`src/rtl/csr_regblock_if.sv`:
```
// rtl/csr_regblock_if.sv - internal register bus between the APB bridge and csr_regblock
interface csr_regblock_if #(
   parameter int ADDR_WIDTH = 3,
   parameter int DATA_WIDTH = 32
);
   logic                    bus_req;
   logic                    bus_req_is_wr;
   logic [ADDR_WIDTH-1:0]   bus_addr;
   logic [DATA_WIDTH-1:0]   bus_wr_data;
   logic [DATA_WIDTH/8-1:0] bus_wr_biten;
   logic                    bus_ready;
   logic [DATA_WIDTH-1:0]   bus_rd_data;
   logic                    bus_err;

   modport master (
      output bus_req, bus_req_is_wr, bus_addr, bus_wr_data, bus_wr_biten,
      input  bus_ready, bus_rd_data, bus_err
   );

   modport slave (
      input  bus_req, bus_req_is_wr, bus_addr, bus_wr_data, bus_wr_biten,
      output bus_ready, bus_rd_data, bus_err
   );
endinterface

```
`src/rtl/csr_regblock.sv`:
```
// rtl/csr_regblock.sv - CTRL/STATUS/IRQ_MASK/SCRATCH/COUNTER/COMPARE register block
// Ready is combinational after WAIT_STATES cycles of bus_req; writes commit on the ready edge.
module csr_regblock #(
   parameter int ADDR_WIDTH  = 3,
   parameter int DATA_WIDTH  = 32,
   parameter int WAIT_STATES = 0
) (
   input  logic          clk_i,
   input  logic          rst_i,
   csr_regblock_if.slave bus,
   input  logic [5:0]    hw_event_i,
   output logic          cnt_en_o,
   output logic          irq_o
);
   localparam int                    NB       = DATA_WIDTH / 8;
   localparam logic [3:0]            WS       = 4'(WAIT_STATES);
   localparam logic [DATA_WIDTH-1:0] ALL_ONES = '1;

   logic [3:0]            wait_q, wait_d;
   logic [DATA_WIDTH-1:0] ctrl_q, ctrl_d;
   logic [DATA_WIDTH-1:0] mask_q, mask_d;
   logic [DATA_WIDTH-1:0] scratch_q, scratch_d;
   logic [DATA_WIDTH-1:0] counter_q, counter_d;
   logic [DATA_WIDTH-1:0] compare_q, compare_d;
   logic [7:0]            status_q, status_d;
   logic [7:0]            status_set, status_clr;
   logic                  irq_q, irq_d;

   logic                  ready, mapped, wr_en, counting;
   logic [31:0]           addr_w;
   logic [5:0]            wr_sel;
   logic [DATA_WIDTH-1:0] bmask, rd_data;

   function automatic logic [DATA_WIDTH-1:0] merge(input logic [DATA_WIDTH-1:0] old_v,
                                                   input logic [DATA_WIDTH-1:0] new_v,
                                                   input logic [DATA_WIDTH-1:0] m);
      return (old_v & ~m) | (new_v & m);
   endfunction

   assign addr_w = 32'(bus.bus_addr);
   assign mapped = addr_w < 32'd6;
   assign ready  = bus.bus_req & (wait_q == WS);
   assign wr_en  = ready & bus.bus_req_is_wr & mapped;

   always_comb begin
      wr_sel = '0;
      for (int k = 0; k < 6; k++) begin
         wr_sel[k] = wr_en & (addr_w == 32'(k));
      end
      bmask = '0;
      for (int b = 0; b < NB; b++) begin
         bmask[b*8 +: 8] = {8{bus.bus_wr_biten[b]}};
      end
   end

   // A bus write to COUNTER takes the cycle: no increment, no wrap/match on that edge.
   assign counting = ctrl_q[0] & ~wr_sel[4];

   always_comb begin
      wait_d     = (!bus.bus_req || ready) ? 4'd0 : wait_q + 4'd1;
      ctrl_d     = wr_sel[0] ? merge(ctrl_q, bus.bus_wr_data, bmask) : ctrl_q;
      mask_d     = wr_sel[2] ? merge(mask_q, bus.bus_wr_data, bmask) : mask_q;
      scratch_d  = wr_sel[3] ? merge(scratch_q, bus.bus_wr_data, bmask) : scratch_q;
      compare_d  = wr_sel[5] ? merge(compare_q, bus.bus_wr_data, bmask) : compare_q;
      counter_d  = counter_q;
      if (wr_sel[4]) begin
         counter_d = merge(counter_q, bus.bus_wr_data, bmask);
      end else if (counting) begin
         counter_d = counter_q + DATA_WIDTH'(1);
      end
      status_set = {counting & (counter_q == compare_q),
                    counting & (counter_q == ALL_ONES),
                    hw_event_i};
      status_clr = (wr_sel[1] & bus.bus_wr_biten[0]) ? bus.bus_wr_data[7:0] : 8'd0;
      // Hardware set wins over a same-cycle W1C on the same bit.
      status_d   = (status_q & ~status_clr) | status_set;
      irq_d      = ctrl_q[1] & |(status_q & mask_q[7:0]);
   end

   always_comb begin
      rd_data = '0;
      if (ready && !bus.bus_req_is_wr) begin
         case (addr_w)
            32'd0:   rd_data = ctrl_q;
            32'd1:   rd_data = {{(DATA_WIDTH-8){1'b0}}, status_q};
            32'd2:   rd_data = mask_q;
            32'd3:   rd_data = scratch_q;
            32'd4:   rd_data = counter_q;
            32'd5:   rd_data = compare_q;
            default: rd_data = '0;
         endcase
      end
   end

   assign bus.bus_ready   = ready;
   assign bus.bus_rd_data = rd_data;
   assign bus.bus_err     = ready & ~mapped;

   always_ff @(posedge clk_i) begin
      if (rst_i) begin
         wait_q    <= '0;
         ctrl_q    <= '0;
         status_q  <= '0;
         mask_q    <= '0;
         scratch_q <= '0;
         counter_q <= '0;
         compare_q <= '0;
         irq_q     <= 1'b0;
      end else begin
         wait_q    <= wait_d;
         ctrl_q    <= ctrl_d;
         status_q  <= status_d;
         mask_q    <= mask_d;
         scratch_q <= scratch_d;
         counter_q <= counter_d;
         compare_q <= compare_d;
         irq_q     <= irq_d;
      end
   end

   assign cnt_en_o = ctrl_q[0];
   assign irq_o    = irq_q;
endmodule

```
`src/flat_wrapper.sv`:
```
// flat-port wrapper written by rule: the top's interface ports become plain ports
module csr_regblock_flat 
#(
   parameter int ADDR_WIDTH  = 3,
   parameter int DATA_WIDTH  = 32,
   parameter int WAIT_STATES = 0
)
  (clk_i, rst_i, hw_event_i, cnt_en_o, irq_o, bus_bus_req, bus_bus_req_is_wr, bus_bus_addr, bus_bus_wr_data, bus_bus_wr_biten, bus_bus_ready, bus_bus_rd_data, bus_bus_err);
  csr_regblock_if #(.ADDR_WIDTH(ADDR_WIDTH), .DATA_WIDTH(DATA_WIDTH)) bus_i ();
  input  logic clk_i;
  input  logic rst_i;
  input  logic [5:0] hw_event_i;
  output logic cnt_en_o;
  output logic irq_o;
  input wire logic [$bits(bus_i.bus_req)-1:0] bus_bus_req;
  input wire logic [$bits(bus_i.bus_req_is_wr)-1:0] bus_bus_req_is_wr;
  input wire logic [$bits(bus_i.bus_addr)-1:0] bus_bus_addr;
  input wire logic [$bits(bus_i.bus_wr_data)-1:0] bus_bus_wr_data;
  input wire logic [$bits(bus_i.bus_wr_biten)-1:0] bus_bus_wr_biten;
  output wire logic [$bits(bus_i.bus_ready)-1:0] bus_bus_ready;
  output wire logic [$bits(bus_i.bus_rd_data)-1:0] bus_bus_rd_data;
  output wire logic [$bits(bus_i.bus_err)-1:0] bus_bus_err;
  assign bus_i.bus_req = bus_bus_req;
  assign bus_i.bus_req_is_wr = bus_bus_req_is_wr;
  assign bus_i.bus_addr = bus_bus_addr;
  assign bus_i.bus_wr_data = bus_bus_wr_data;
  assign bus_i.bus_wr_biten = bus_bus_wr_biten;
  assign bus_bus_ready = bus_i.bus_ready;
  assign bus_bus_rd_data = bus_i.bus_rd_data;
  assign bus_bus_err = bus_i.bus_err;
  csr_regblock #(.ADDR_WIDTH(ADDR_WIDTH), .DATA_WIDTH(DATA_WIDTH), .WAIT_STATES(WAIT_STATES)) u_core (.clk_i(clk_i), .rst_i(rst_i), .bus(bus_i), .hw_event_i(hw_event_i), .cnt_en_o(cnt_en_o), .irq_o(irq_o));
endmodule
```
`config.mk`:
```
export PLATFORM = sky130hd
export DESIGN_NAME = csr_regblock_flat
export DESIGN_NICKNAME = d
export VERILOG_FILES = /design/src/rtl/csr_regblock_if.sv /design/src/rtl/csr_regblock.sv /design/src/flat_wrapper.sv
export SDC_FILE = /design/constraint.sdc
export NUM_CORES = 1
export LEC_CHECK = 0
export CAP_MARGIN = 5
export CORE_MARGIN = 1
export CORE_UTILIZATION = 30
export CTS_CLUSTER_SIZE = 20
export DETAILED_ROUTE_END_ITERATION = 7
export PLACE_DENSITY = 0.43
export SYNTH_ARGS = -nofsm -noshare
export SYNTH_HDL_FRONTEND = slang
export SYNTH_SLANG_ARGS = --single-unit
```
`constraint.sdc`:
```
create_clock -name clk_i -period 2.9 [get_ports clk_i]
set_input_delay 0.58 -clock clk_i [delete_from_list [all_inputs] [get_ports clk_i]]
set_output_delay 0.58 -clock clk_i [all_outputs]
set_load 0.03 [all_outputs]
```
==> metrics list, run 1 <==
- In this run the worst setup path begins at bus_bus_req.
- A synthesized cell averages 7.56 sq um.
- Counting instances in the post-synthesis netlist gives the leading cell types as nand2_1, a21oi_1, dfxtp_1, nand3_1, nor2_1.
- Cells with a size suffix above 1 make up 12.8% of the layout.
- Row generation in the floorplan step produced 61 rows.
* Pre-CTS setup slack: -154 ps
- Final worst-path setup slack: 74.7 ps
* Total negative setup slack: 0 ps
- Counting both buffers and inverters, the worst setup path holds a total of 4.
- Data arrives at the worst endpoint at 2250 ps.
* RSZ-0062 raised after global routing: yes
- Measured against its own limit, the worst slew margin works out to 58.1%.
* Post-synth top area share: 40.2%
- The H-tree was split into 4 levels.
- The worst path needs 2830 ps of the cycle, external delays included.
- After layout, the worst path uses 97.4% of the clock period.
- The final layout contains routed wiring with a total length of 31800 microns.
- I/O pin cnt: 85
- Summing the sequential cell areas from Yosys gives 40.2% of the chip area.
* Warnings from Yosys: 0
* Core ar.: 28000 sq um
- Area growth, synth to finish: 25.1%
* Number of distinct standard cells referenced by the synthesized netlist: 52
- Top flip-flop cell by instance count after synthesis: dfxtp_1
* Clock tree from TritonCTS: done
- In the global route stage, met3 resource usage came out at 2.81%.
- Of all flip-flops after synthesis, the portion carrying an async set or reset was 0%.
- Fraction of the mapped netlist area in simple logic gates: 26.1%
* Nature of the critical path endpoint: primary output
- In the global route stage, met1 resource usage came out at 31.2%.
* Full die area: 29400 sq um
- Critical path fanouts, max: 4
- After Yosys synthesis, XOR and XNOR cells account for 4.07% of the synthesized area.
- The final count of pins violating max slew came to 0.
- The longest clock path from root to sink contains 2 buffers.
* Maximum vdd drop: 0.324 mV
- For this design, the slowest cell found on the critical path is clkdlybuf4s50_1.
- In this run, synthesis produced a sequential element count of 173.
* Cell breakdown of the critical path: clkdlybuf4s50_1 -> nand4bb_2 -> inv_2 -> nand2_1 -> a21o_1 -> nor3_2 -> buf_4 -> buf_12
- The initial antenna violation count is 1.
- Post-synthesis cell type with the largest combined area: dfxtp_1
- Max-cap violations in this run came to 0.
- Met2 usage: 36.5%
* Leak: 3.67 nW
* Adder-cell area share of the yosys netlist: 0.436%
* Starting utilization of the core area: 30.8%
* GRT Overall Usage: 22.4%
- Main combinational cell family by area after synthesis: simple AND/OR/NAND/NOR gates
- In this run, the number of DRC markers left after iteration 0 of detailed routing was 696.
- Via count of the first global-routing pass: 8387
- The synthesized design contains 0 enable-type register cells.
* Synthesized instance count: 1140
- Sorting the synthesized cells by area gives the leading types as dfxtp_1, a21oi_1, nand2_1, nand3_1, mux2i_1.
- Power density cells: 473 nW/um^2
* Count of nets left with antenna violations after detail routing: 0
* Number of vias per cell after detailed routing: 5.29
* Number of port buffers: 84
- Setup violations remaining at the end of the flow were counted as 0.
- The die is 171 microns tall.
- When the netlist entered floorplanning its net count stood at 1192.
- Clock tree skew after final layout: 11.9 ps
- At the later pin of the worst-skew pair, clock insertion delay measures 440 ps.
* Clock transition time at the flip-flop clock pins of the worst setup and hold paths: 70 ps
- Crit Reg-Reg Startpoint: u_core.wait_q[0]
- Max stage delay on crit path: 510 ps
* Area of the mapped netlist: 8620 sq um
- Router iterations before antenna repair: 5
- Global-route wire length before repair: 50000 microns
- The synthesized netlist devotes 19.4% of its cell area to compound gates.
* CP Launch Type: input port
- The cell family contributing the most delay on the critical path is buffers and inverters.
* Number of setup buffers added after CTS: 0
* Placer's final routability congestion estimate: 0.872
* Largest net degree at the start of global routing: 51
- For this run, design rule violations remaining after detail routing come to 0.
* Final #Nets: 1276
- Final hold violation count: 0
- The critical path is of the input port to primary output type.
- Clock tree synthesis inserted a total of 17 buffers.
* Peak clock frequency supported by timing: 354 MHz
- Hold WS: 455 ps
- In the final routed layout, each cell accounts on average for 19.7 microns.
- Required time reported for the critical path endpoint: 2320 ps
- Finished Core Util: 38.5%
- Root cell of the clock tree: clkbuf_16
- Run status: complete, no violations
- The worst hold path belongs to the class flop to flop.
- Total number of clock tree sinks: 173
- Share of synthesized area spent on multiplexers: 4.98%
* Via count: 8542
* HPWL after DPL: 23200 microns
* Transition time at the pin with the least slew margin: 627 ps
- met2 is the most crowded layer.
- Cell with the most instances after synthesis: nand2_1
- Horiz. Die Dim: 171 microns
* Remaining Overflow, GRT: 0
area by class of cell:
type                            instances  area (sq um)
Inverter                               17          63.8
Timing Repair Buffer                  150          1430
Clock buffer                           19           443
Multi-Input combinational cell        865          4800
Clock inverter                         13           104
Sequential cell                       173          3460
Fill cell                            2969         17200
Antenna cell                            1          2.50
Tap cell                              378           473
kinds of logic after synthesis:
logic type	after synthesis
DFF	173
AOI/OAI and AO/OA	291
muxes	42
buffers and inverters	102
adders and majority gates	3
and+or+nand+nor	489
xor gates and xnor gates	40
metal layers:
layer	share of wire, %	vias up
met2	47	182
met3	3.6	22
met4	1.3	0
li1	-	4204
met5	0	-
met1	48	4134
metrics by stage:
step	cell area (sq um)	power [mW]	std cells
finish	10800	5.10	1616
global route	10800	5.30	1615
CTS	10700	5.16	1614
detailed placement	10100	2.93	1582
global placement	10100	2.93	1582
floorplan	8620	2.68	1140
where the power goes:
part	internal [mW]	leakage [nW]	switching (mW)
registers	2.40	1.40	0.0281
clock network	1.14	0.259	1.08
logic	0.171	2.01	0.284
total	3.71	3.67	1.39
what timing repair did:
| action | in CTS | in global routing |
|---|---|---|
| resized for setup | 6 | 9 |
| endpoints found under the setup margin | 7 | 13 |
| gates cloned | 0 | 1 |
| hold buffers | 0 | 0 |
| pin swaps | 0 | 0 |
cells in the final DEF (no fill, tap or decap), types with 4 or more instances in the layout:
cell / n
nand2_1: 211
clkbuf_16: 18
nor2_1: 75
nand4_1: 15
mux2i_1: 35
a22oi_1: 27
inv_1: 16
a31oi_1: 6
nand3_1: 109
and3_1: 17
a222oi_1: 4
clkinvlp_4: 4
nor3_1: 8
mux2_2: 7
or4_1: 4
and2_1: 12
xnor2_1: 21
a21oi_1: 187
buf_12: 13
xor2_1: 19
a21oi_2: 9
buf_4: 85
inv_6: 5
dfxtp_1: 173
a211oi_1: 18
nor4_1: 19
o21ai_0: 17
or3_1: 4
clkdlybuf4s50_1: 47
tightest hold or removal path, delay by kind of cell (launching register included):
family,cells,cell delay [ps]
DFF,1,310
and+or+nand+nor,1,50
AOI/OAI and AO/OA,1,50
worst paths after layout:
path | end | slack, ps | cells after the start
setup / recovery | bus_bus_rd_data[30] | 70 | 8
hold / removal | flop | 460 | 2
setup reg to reg | flop | 530 | 9
hold reg to reg | flop | 460 | 2
No activity file was read; power rests on OpenSTA's default activity.
==> run 2: changes to the inputs <==
--- a/config.mk
+++ b/config.mk
@@ -5,10 +5,11 @@
 export SDC_FILE = /design/constraint.sdc
 export NUM_CORES = 1
 export LEC_CHECK = 0
+export ABC_AREA = 1
 export CAP_MARGIN = 5
 export CORE_MARGIN = 1
 export CORE_UTILIZATION = 30
-export CTS_CLUSTER_SIZE = 20
+export CTS_CLUSTER_SIZE = 40
 export DETAILED_ROUTE_END_ITERATION = 7
 export PLACE_DENSITY = 0.43
 export SYNTH_ARGS = -nofsm -noshare
==> metrics list, run 2 <==
- Clock H-tree levels: 4 (unchanged)
* Full die area: 31100 sq um (was 29400 sq um)
- The clock-pin slew on the worst setup and hold paths is 70 ps (about the same).
- Total clock buffers created by CTS: 17 (unchanged)
* Core ar.: 29700 sq um (was 28000 sq um)
- Router iterations before antenna repair: 5 (unchanged)
- The worst relative slew slack is 49.3% (was 58.1%).
* Share of synthesized area spent on multiplexers: 0% (was 4.98%)
* Required time reported for the critical path endpoint: 2320 ps (about the same)
- The launch point of the worst reg-to-reg path is u_core.wait_q[0] (unchanged).
- The largest fanout of any net on the critical path came to 32 (was 4).
- The final clock skew came to 16.0 ps (was 11.9 ps).
- Initial antenna violation count: 0 (was 1)
- The type of the tightest min-delay check was flop to flop (unchanged).
* Xor/xnor cell area share of the yosys netlist: 2.12% (was 4.07%)
- The HPWL after detailed placement was 24900 microns (was 23200 microns).
- The period utilization was 92.6% (was 97.4%).
* Most used cell along the critical path: buf_12
- Post-synth top area share: 38.0% (was 40.2%)
- Async SR Flop Fraction: 0% (unchanged)
* GRT Overall Usage: 22.3% (was 22.4%)
- Warnings from Yosys: 0 (unchanged)
* Commonest cells after routing, fill and taps aside: nand2_1, nor2_1, dfxtp_1 (was nand2_1, a21oi_1, dfxtp_1)
- Synth top area cells: dfxtp_1, nand2_1, nor2_1, o21ai_0, inv_1 (was dfxtp_1, a21oi_1, nand2_1, nand3_1, mux2i_1)
- The post-synthesis average cell area came to 6.51 sq um (was 7.56 sq um).
- The worst supply voltage drop on vdd is 0.365 mV (was 0.324 mV).
* Cell breakdown of the critical path: clkdlybuf4s50_1 -> nand3_1 -> inv_1 -> nand2_1 -> buf_12 -> a31oi_1 -> buf_4 -> buf_12 (was clkdlybuf4s50_1 -> nand4bb_2 -> inv_2 -> nand2_1 -> a21o_1 -> nor3_2 -> buf_4 -> buf_12)
* Max stage delay on crit path: 550 ps (was 510 ps)
- The number of distinct library cell variants in the gate-level netlist after synthesis was 38 (was 52).
* Count of nets left with antenna violations after detail routing: 0 (unchanged)
- The leakage power total came to 4.70 nW (was 3.67 nW).
- Pre-CTS setup slack: -75.4 ps (was -154 ps)
* Horiz. Die Dim: 176 microns (was 171 microns)
- Finished Core Util: 38.2% (was 38.5%)
- The area share of and/or/nand/nor cells after synthesis was 30.6% (was 26.1%).
- Final worst-path setup slack: 216 ps (was 74.7 ps)
- Final hold violation count: 0 (unchanged)
- Number of design rule violations left after detail routing: 0 (unchanged)
* Via count of the first global-routing pass: 8821 (was 8387)
- The power density of the placed cells was 461 nW/um^2 (was 473 nW/um^2).
- The number of stages on the worst hold path is 2 (unchanged).
- Run status: complete, no violations (unchanged).
- Area of the mapped netlist: 9100 sq um (was 8620 sq um)
- Worst setup slack for register-to-register paths: 750 ps (was 530 ps)
* Final-report max-slew violation count: 0 (unchanged)
* Via count: 9304 (was 8542)
- Worst skew pair latency: 450 ps (was 440 ps)
- The commonest non-fill, non-tap cell in the layout is nand2_1 (unchanged).
- Final setup violation count: 0 (unchanged)
- Sequential cell area in the final layout: 3460 sq um (unchanged)
- The number of I/O port buffers was 84 (unchanged).
- The most used standard cell by instance count after synthesis was nand2_1 (unchanged).
- The number of non-filler instances in the completed layout came to 1905 (was 1616).
- Adder-cell area share of the yosys netlist: 0.412% (was 0.436%)
- Synthesized instance count: 1399 (was 1140)
- Number of placed instances with taps included: 1870 (was 1582)
* Transition time at the pin with the least slew margin: 761 ps (was 627 ps)
- Final #Nets: 1554 (was 1276)
- CP arrival: 2100 ps (was 2250 ps)
- The highest clock frequency the design can meet came to 373 MHz (was 354 MHz).
- Global-route wire length before repair: 52400 microns (was 50000 microns)
- Synth cell count leaders: nand2_1, nor2_1, dfxtp_1, o21ai_0, inv_1 (was nand2_1, a21oi_1, dfxtp_1, nand3_1, nor2_1)
- Clock tree from TritonCTS: done (unchanged)
- The area occupied by multi-input gates is 4920 sq um (was 4800 sq um).
* Inserted Diodes: 0 (was 1)
- The flip-flop and latch count after synthesis is 173 (unchanged).
- I/O pin cnt: 85 (unchanged)
- Total detailed-routing wirelength: 34300 microns (was 31800 microns)
- DRC violation total after the first TritonRoute iteration: 725 (was 696)
- Top flip-flop cell by instance count after synthesis: dfxtp_1 (unchanged)
- The path type of the worst setup path was input port to primary output (unchanged).
- Cell depth of the worst flop-to-flop path: 10 (was 9)
- Number of vias per cell after detailed routing: 4.88 (was 5.29)
- RSZ-0062 raised after global routing: no (was yes).
* Area growth, synth to finish: 24.6% (was 25.1%)
* Filler instances: 3257 (was 2969)
* Clock period minus worst slack: 2680 ps (was 2830 ps)
- CTS Hold Buffers Added: 0 (unchanged)
* CP Launch Type: input port (unchanged)
* Nature of the critical path endpoint: primary output (unchanged)
- The combinational family with the most area after synthesis is simple AND/OR/NAND/NOR gates (unchanged).
- The remaining global-route overflow came to 0 (unchanged).
- The count of max-cap constraint violations was 0 (unchanged).
* Proportion of layout cells with a drive suffix above 1: 11.0% (was 12.8%)
- The routed wire length per instance was 18.0 microns (was 19.7 microns).
- The die boundary height was 176 microns (was 171 microns).
* Total number of clock tree sinks: 173 (unchanged)
- The largest net degree at the start of global routing was 117 (was 51).
- The cell at the slowest stage of the critical path is clkdlybuf4s50_1 (unchanged).
- The number of rows in the core area is 63 (was 61).
- Maximum count of clock buffers along a single path: 2 (unchanged)
- The post-synthesis compound-gate area fraction came to 20.4% (was 19.4%).
- The clock tree root buffer cell is clkbuf_16 (unchanged).
- The share of the yosys chip area belonging to registers is 38.0% (was 40.2%).
- The net count after synthesis was 1451 (was 1192).
* Starting utilization of the core area: 30.6% (was 30.8%)
- The number of synthesized flops with an enable pin is 0 (unchanged).
- Post-synthesis cell type with the largest combined area: dfxtp_1 (unchanged)
* Placer's final routability congestion estimate: 0.849 (was 0.872)
[run 2: cell types whose count changed after synthesis, sizes merged, moves of 21 or more]
cell	before	now
clkbuf	61	33
a211oi	18	49
nand2	211	340
a21oi	196	77
inv	17	140
nand3	109	35
o22ai	1	28
mux2i	35	0
nor2	75	289
o21ai	17	152
a22oi	27	6
[run 2: logic make-up after synthesis]
| family | Yosys count |
|---|---|
| simple gates | 682 |
| compound gates | 325 |
| buf+inv | 194 |
| flops | 173 |
| xor+xnor | 22 |
| fa+ha+maj | 3 |
[run 2: how the worst max path moves through the flow]
stage	slack [ps]	to	start	cells past startpoint
after floorplan	330	bus_bus_rd_data[7]	bus_bus_addr[2]	9
after global placement	-80	bus_bus_rd_data[16]	bus_bus_addr[2]	9
after detailed placement	-80	bus_bus_rd_data[16]	bus_bus_addr[2]	9
after CTS	20	bus_bus_rd_data[16]	bus_bus_addr[0]	10
after global routing	120	bus_bus_rd_data[2]	bus_bus_req	8
final	220	bus_bus_rd_data[2]	bus_bus_req	8
[run 2: where the power goes]
group	leakage, nW	total, mW	switching [mW]	internal, mW
clock network	0.280	2.31	1.08	1.23
registers	1.40	2.45	0.0402	2.41
logic	3.02	0.468	0.295	0.174
[run 2: timing repair]
| item | CTS | global route |
|---|---|---|
| setup buffers | 0 | 2 |
| pin swaps | 0 | 5 |
| cloned | 0 | 1 |
| resized for setup | 6 | 14 |
| setup endpoints to repair | 10 | 22 |
[run 2: worst max-delay path, delay by kind of cell]
family,cells,cell delay (ps)
buffers and inverters,5,1090
AND/OR/NAND/NOR,2,220
AO/OA/AOI/OAI,1,200
[run 2: per-stage QoR]
stage          cell area, sq um  TNS (ps)  hold WS (ps)  power [mW]
6_report                  11300         0           468        5.23
3_5_place_dp              10700      -147           452        2.97
3_3_place_gp              10700      -169           453        2.97
4_1_cts                   11200         0           469        5.28
2_1_floorplan              9100         0           430        2.72
5_1_grt                   11300         0           490        5.43
[run 2: final cells by class]
class                      count  share of cell area, %
clock buffer                  19                   3.99
clock inverter                13                   1.00
inverter                     140                   4.63
multi-input combinational   1032                   43.3
sequential                   173                   30.5
tap                          390                   4.30
timing repair buffer         138                   12.2
[run 2: layer usage]
| metal | GRT usage (%) | part of all wire, % |
|---|---|---|
| met1 | 31.8 | 49 |
| met2 | 35.2 | 45 |
| met3 | 2.84 | 4.5 |
| met4 | 5.98 | 1.6 |
| met5 | 0 | 0 |
==> run 3: changes to the inputs <==
--- a/config.mk
+++ b/config.mk
@@ -8,10 +8,10 @@
 export ABC_AREA = 1
 export CAP_MARGIN = 5
 export CORE_MARGIN = 1
-export CORE_UTILIZATION = 30
+export CORE_UTILIZATION = 58
 export CTS_CLUSTER_SIZE = 40
 export DETAILED_ROUTE_END_ITERATION = 7
-export PLACE_DENSITY = 0.43
+export PLACE_DENSITY = 0.77
 export SYNTH_ARGS = -nofsm -noshare
 export SYNTH_HDL_FRONTEND = slang
 export SYNTH_SLANG_ARGS = --single-unit
==> metrics list, run 3 (synthesized netlist as in run 2, its figures left out) <==
* Core ar.: 15300 sq um (was 29700 sq um)
- Max transition margin: 53.0% (was 49.3%)
- Leak: 4.52 nW (was 4.70 nW)
- Root cell of the clock tree: clkbuf_16 (unchanged)
- Inserted Diodes: 0 (unchanged)
* Horiz. Die Dim: 127 microns (was 176 microns)
- Clock H-tree levels: 4 (unchanged)
- The cell at the slowest stage of the critical path was dfxtp_1 (was clkdlybuf4s50_1).
- The largest net degree at the start of global routing is 117 (unchanged).
* Initial antenna violation count: 0 (unchanged)
- The number of global-route vias before repair is 8361 (was 8821).
* Number of design rule violations left after detail routing: 0 (unchanged)
- Global-route wire length before repair: 45800 microns (was 52400 microns)
- The number of nets with antenna violations after detailed routing is 0 (unchanged).
- Run status: complete, no violations (unchanged)
* Clock tree skew after final layout: 15.7 ps (was 16.0 ps)
- The delay of the slowest critical-path stage was 390 ps (was 550 ps).
- The die area was 16200 sq um (was 31100 sq um).
* Final #Nets: 1526 (was 1554)
* MaxCap Viol Count: 0 (unchanged)
- The total track usage is 36.6% (was 22.3%).
- The clock network latency to the later pin of the worst-skew pair is 450 ps (about the same).
* Via count: 9573 (was 9304)
- The time the worst path needs with I/O delays and setup came to 2740 ps (was 2680 ps).
- Final setup violation count: 0 (unchanged)
- Total detailed-routing wirelength: 29200 microns (was 34300 microns)
* Number of vias per cell after detailed routing: 5.64 (was 4.88)
* Count of cells along the worst hold path: 2 (unchanged)
- HPWL after DPL: 20300 microns (was 24900 microns)
* Power density cells: 486 nW/um^2 (was 461 nW/um^2)
* RSZ-0062 raised after global routing: no (unchanged)
- Commonest cells after routing, fill and taps aside: nand2_1, nor2_1, dfxtp_1 (unchanged)
* Proportion of layout cells with a drive suffix above 1: 8.68% (was 11.0%)
* Total power after layout: 5.22 mW (was 5.23 mW)
- The final-layout fill cell count was 1327 (was 3257).
- The data arrival time at the worst-slack endpoint was 2160 ps (was 2100 ps).
* Class of the worst hold path: flop to flop (unchanged)
* Total negative setup slack: 0 ps (unchanged)
* Cell depth of the worst flop-to-flop path: 11 (was 10)
- Final-report max-slew violation count: 0 (unchanged)
- Required time reported for the critical path endpoint: 2320 ps (about the same)
* Number of port buffers: 84 (unchanged)
- Worst setup slack for register-to-register paths: 680 ps (was 750 ps)
* Worst setup path category: flop to primary output (was input port to primary output)
- CTS Hold Buffers Added: 0 (unchanged)
* Total clock buffers created by CTS: 17 (unchanged)
- The number of clock sinks is 173 (unchanged).
- The routed wire length per instance is 17.2 microns (was 18.0 microns).
* Starting utilization of the core area: 59.7% (was 30.6%)
- The TritonCTS clock tree is done (unchanged).
* I/O pin cnt: 85 (unchanged)
- The first-pass detailed-route iteration total is 6 (was 5).
- The launch point of the worst reg-to-reg path was u_core.wait_q[0] (unchanged).
- The remaining global-route overflow is 0 (unchanged).
- DRC violation total after the first TritonRoute iteration: 1312 (was 725)
* Area growth, synth to finish: 18.0% (was 24.6%)
- Maximum count of clock buffers along a single path: 2 (unchanged)
* Maximum vdd drop: 0.459 mV (was 0.365 mV)
* Most frequent standard cell in the layout excluding fill and tap cells: nand2_1 (unchanged)
- The number of rows in the core area was 45 (was 63).
- Height of the chip: 127 microns (was 176 microns)
- The critical path launch point type is a flop (was input port).
* Peak clock frequency supported by timing: 365 MHz (was 373 MHz)
- Cell breakdown of the critical path: inv_1 -> ha_1 -> nand3_1 -> inv_1 -> nand2_1 -> buf_4 -> a21oi_1 -> buf_4 (was clkdlybuf4s50_1 -> nand3_1 -> inv_1 -> nand2_1 -> buf_12 -> a31oi_1 -> buf_4 -> buf_12)
- Placer's final routability congestion estimate: 0.959 (was 0.849)
- Final hold violation count: 0 (unchanged)
* Nature of the critical path endpoint: primary output (unchanged)
- The slew of the pin with the lowest slew margin was 705 ps (was 761 ps).
* Clock transition time at the flip-flop clock pins of the worst setup and hold paths: 70 ps (about the same)
* Critical path fanouts, max: 32 (unchanged)
- The period utilization came to 94.5% (was 92.6%).
-- run 3: layer usage --
| metal | global-route usage, % | wire (microns) | vias to the layer above |
|---|---|---|---|
| met3 | 7.29 | 2720 | 42 |
| met5 | 0 | 0 | - |
| met1 | 54.1 | 13500 | 4334 |
| met4 | 9.73 | 524 | 0 |
| met2 | 54.0 | 12500 | 487 |
| li1 | - | - | 4710 |
-- run 3: timing repair --
item	4_1_cts	5_1_grt
setup buffers	0	0
gates resized for setup	0	3
setup endpoints to repair	0	14
-- run 3: where the power goes --
group | switching, mW | total (mW) | internal (mW) | leakage [nW]
combinational | 0.274 | 0.427 | 0.153 | 2.83
clock | 1.11 | 2.34 | 1.23 | 0.291
sequential | 0.0414 | 2.46 | 2.41 | 1.40
total | 1.42 | 5.22 | 3.80 | 4.52
-- run 3: area by class of cell --
cell class                      instances  area [sq um]  area share (%)
Clock buffer                           17           425            3.96
Multi-Input combinational cell       1032          4870            45.4
Clock inverter                         14           173            1.61
Timing Repair Buffer                  110          1020            9.50
Inverter                              140           526            4.89
Tap cell                              211           264            2.46
Sequential cell                       173          3460            32.2
-- run 3: how the worst max path moves through the flow --
stage / startpoint / endpoint / slack [ps] / cells after the start
after global placement: bus_bus_addr[2] / bus_bus_rd_data[19] / 40 / 8
after detailed placement: bus_bus_addr[2] / bus_bus_rd_data[19] / 10 / 8
after CTS: bus_bus_addr[2] / bus_bus_rd_data[19] / 10 / 8
after floorplan: bus_bus_addr[2] / bus_bus_rd_data[7] / 330 / 9
after global routing: u_core.wait_q[0] / bus_bus_rd_data[10] / 50 / 8
final: u_core.wait_q[0] / bus_bus_rd_data[19] / 160 / 8
-- run 3: worst max-delay path, delay by kind of cell (launching register included) --
| family | cells | cell delay [ps] |
|---|---|---|
| DFF | 1 | 390 |
| buffers and inverters | 4 | 710 |
| AOI/OAI and AO/OA | 1 | 120 |
| adders and majority gates | 1 | 260 |
| and+or+nand+nor | 2 | 210 |
-- run 3: stage by stage --
stage / instance area (sq um) / setup slack (ps) / hold WS, ps / std cells / utilization (%)
after floorplan: 9100 / 332 / 430 / 1399 / -
after global placement: 10100 / 43.2 / 442 / 1666 / 66.5
after detailed placement: 10100 / 11.2 / 459 / 1666 / 66.5
after CTS: 10700 / 9.72 / 471 / 1697 / 70.4
after global routing: 10700 / 46.4 / 493 / 1697 / 70.4
final: 10700 / 158 / 467 / 1697 / 70.4
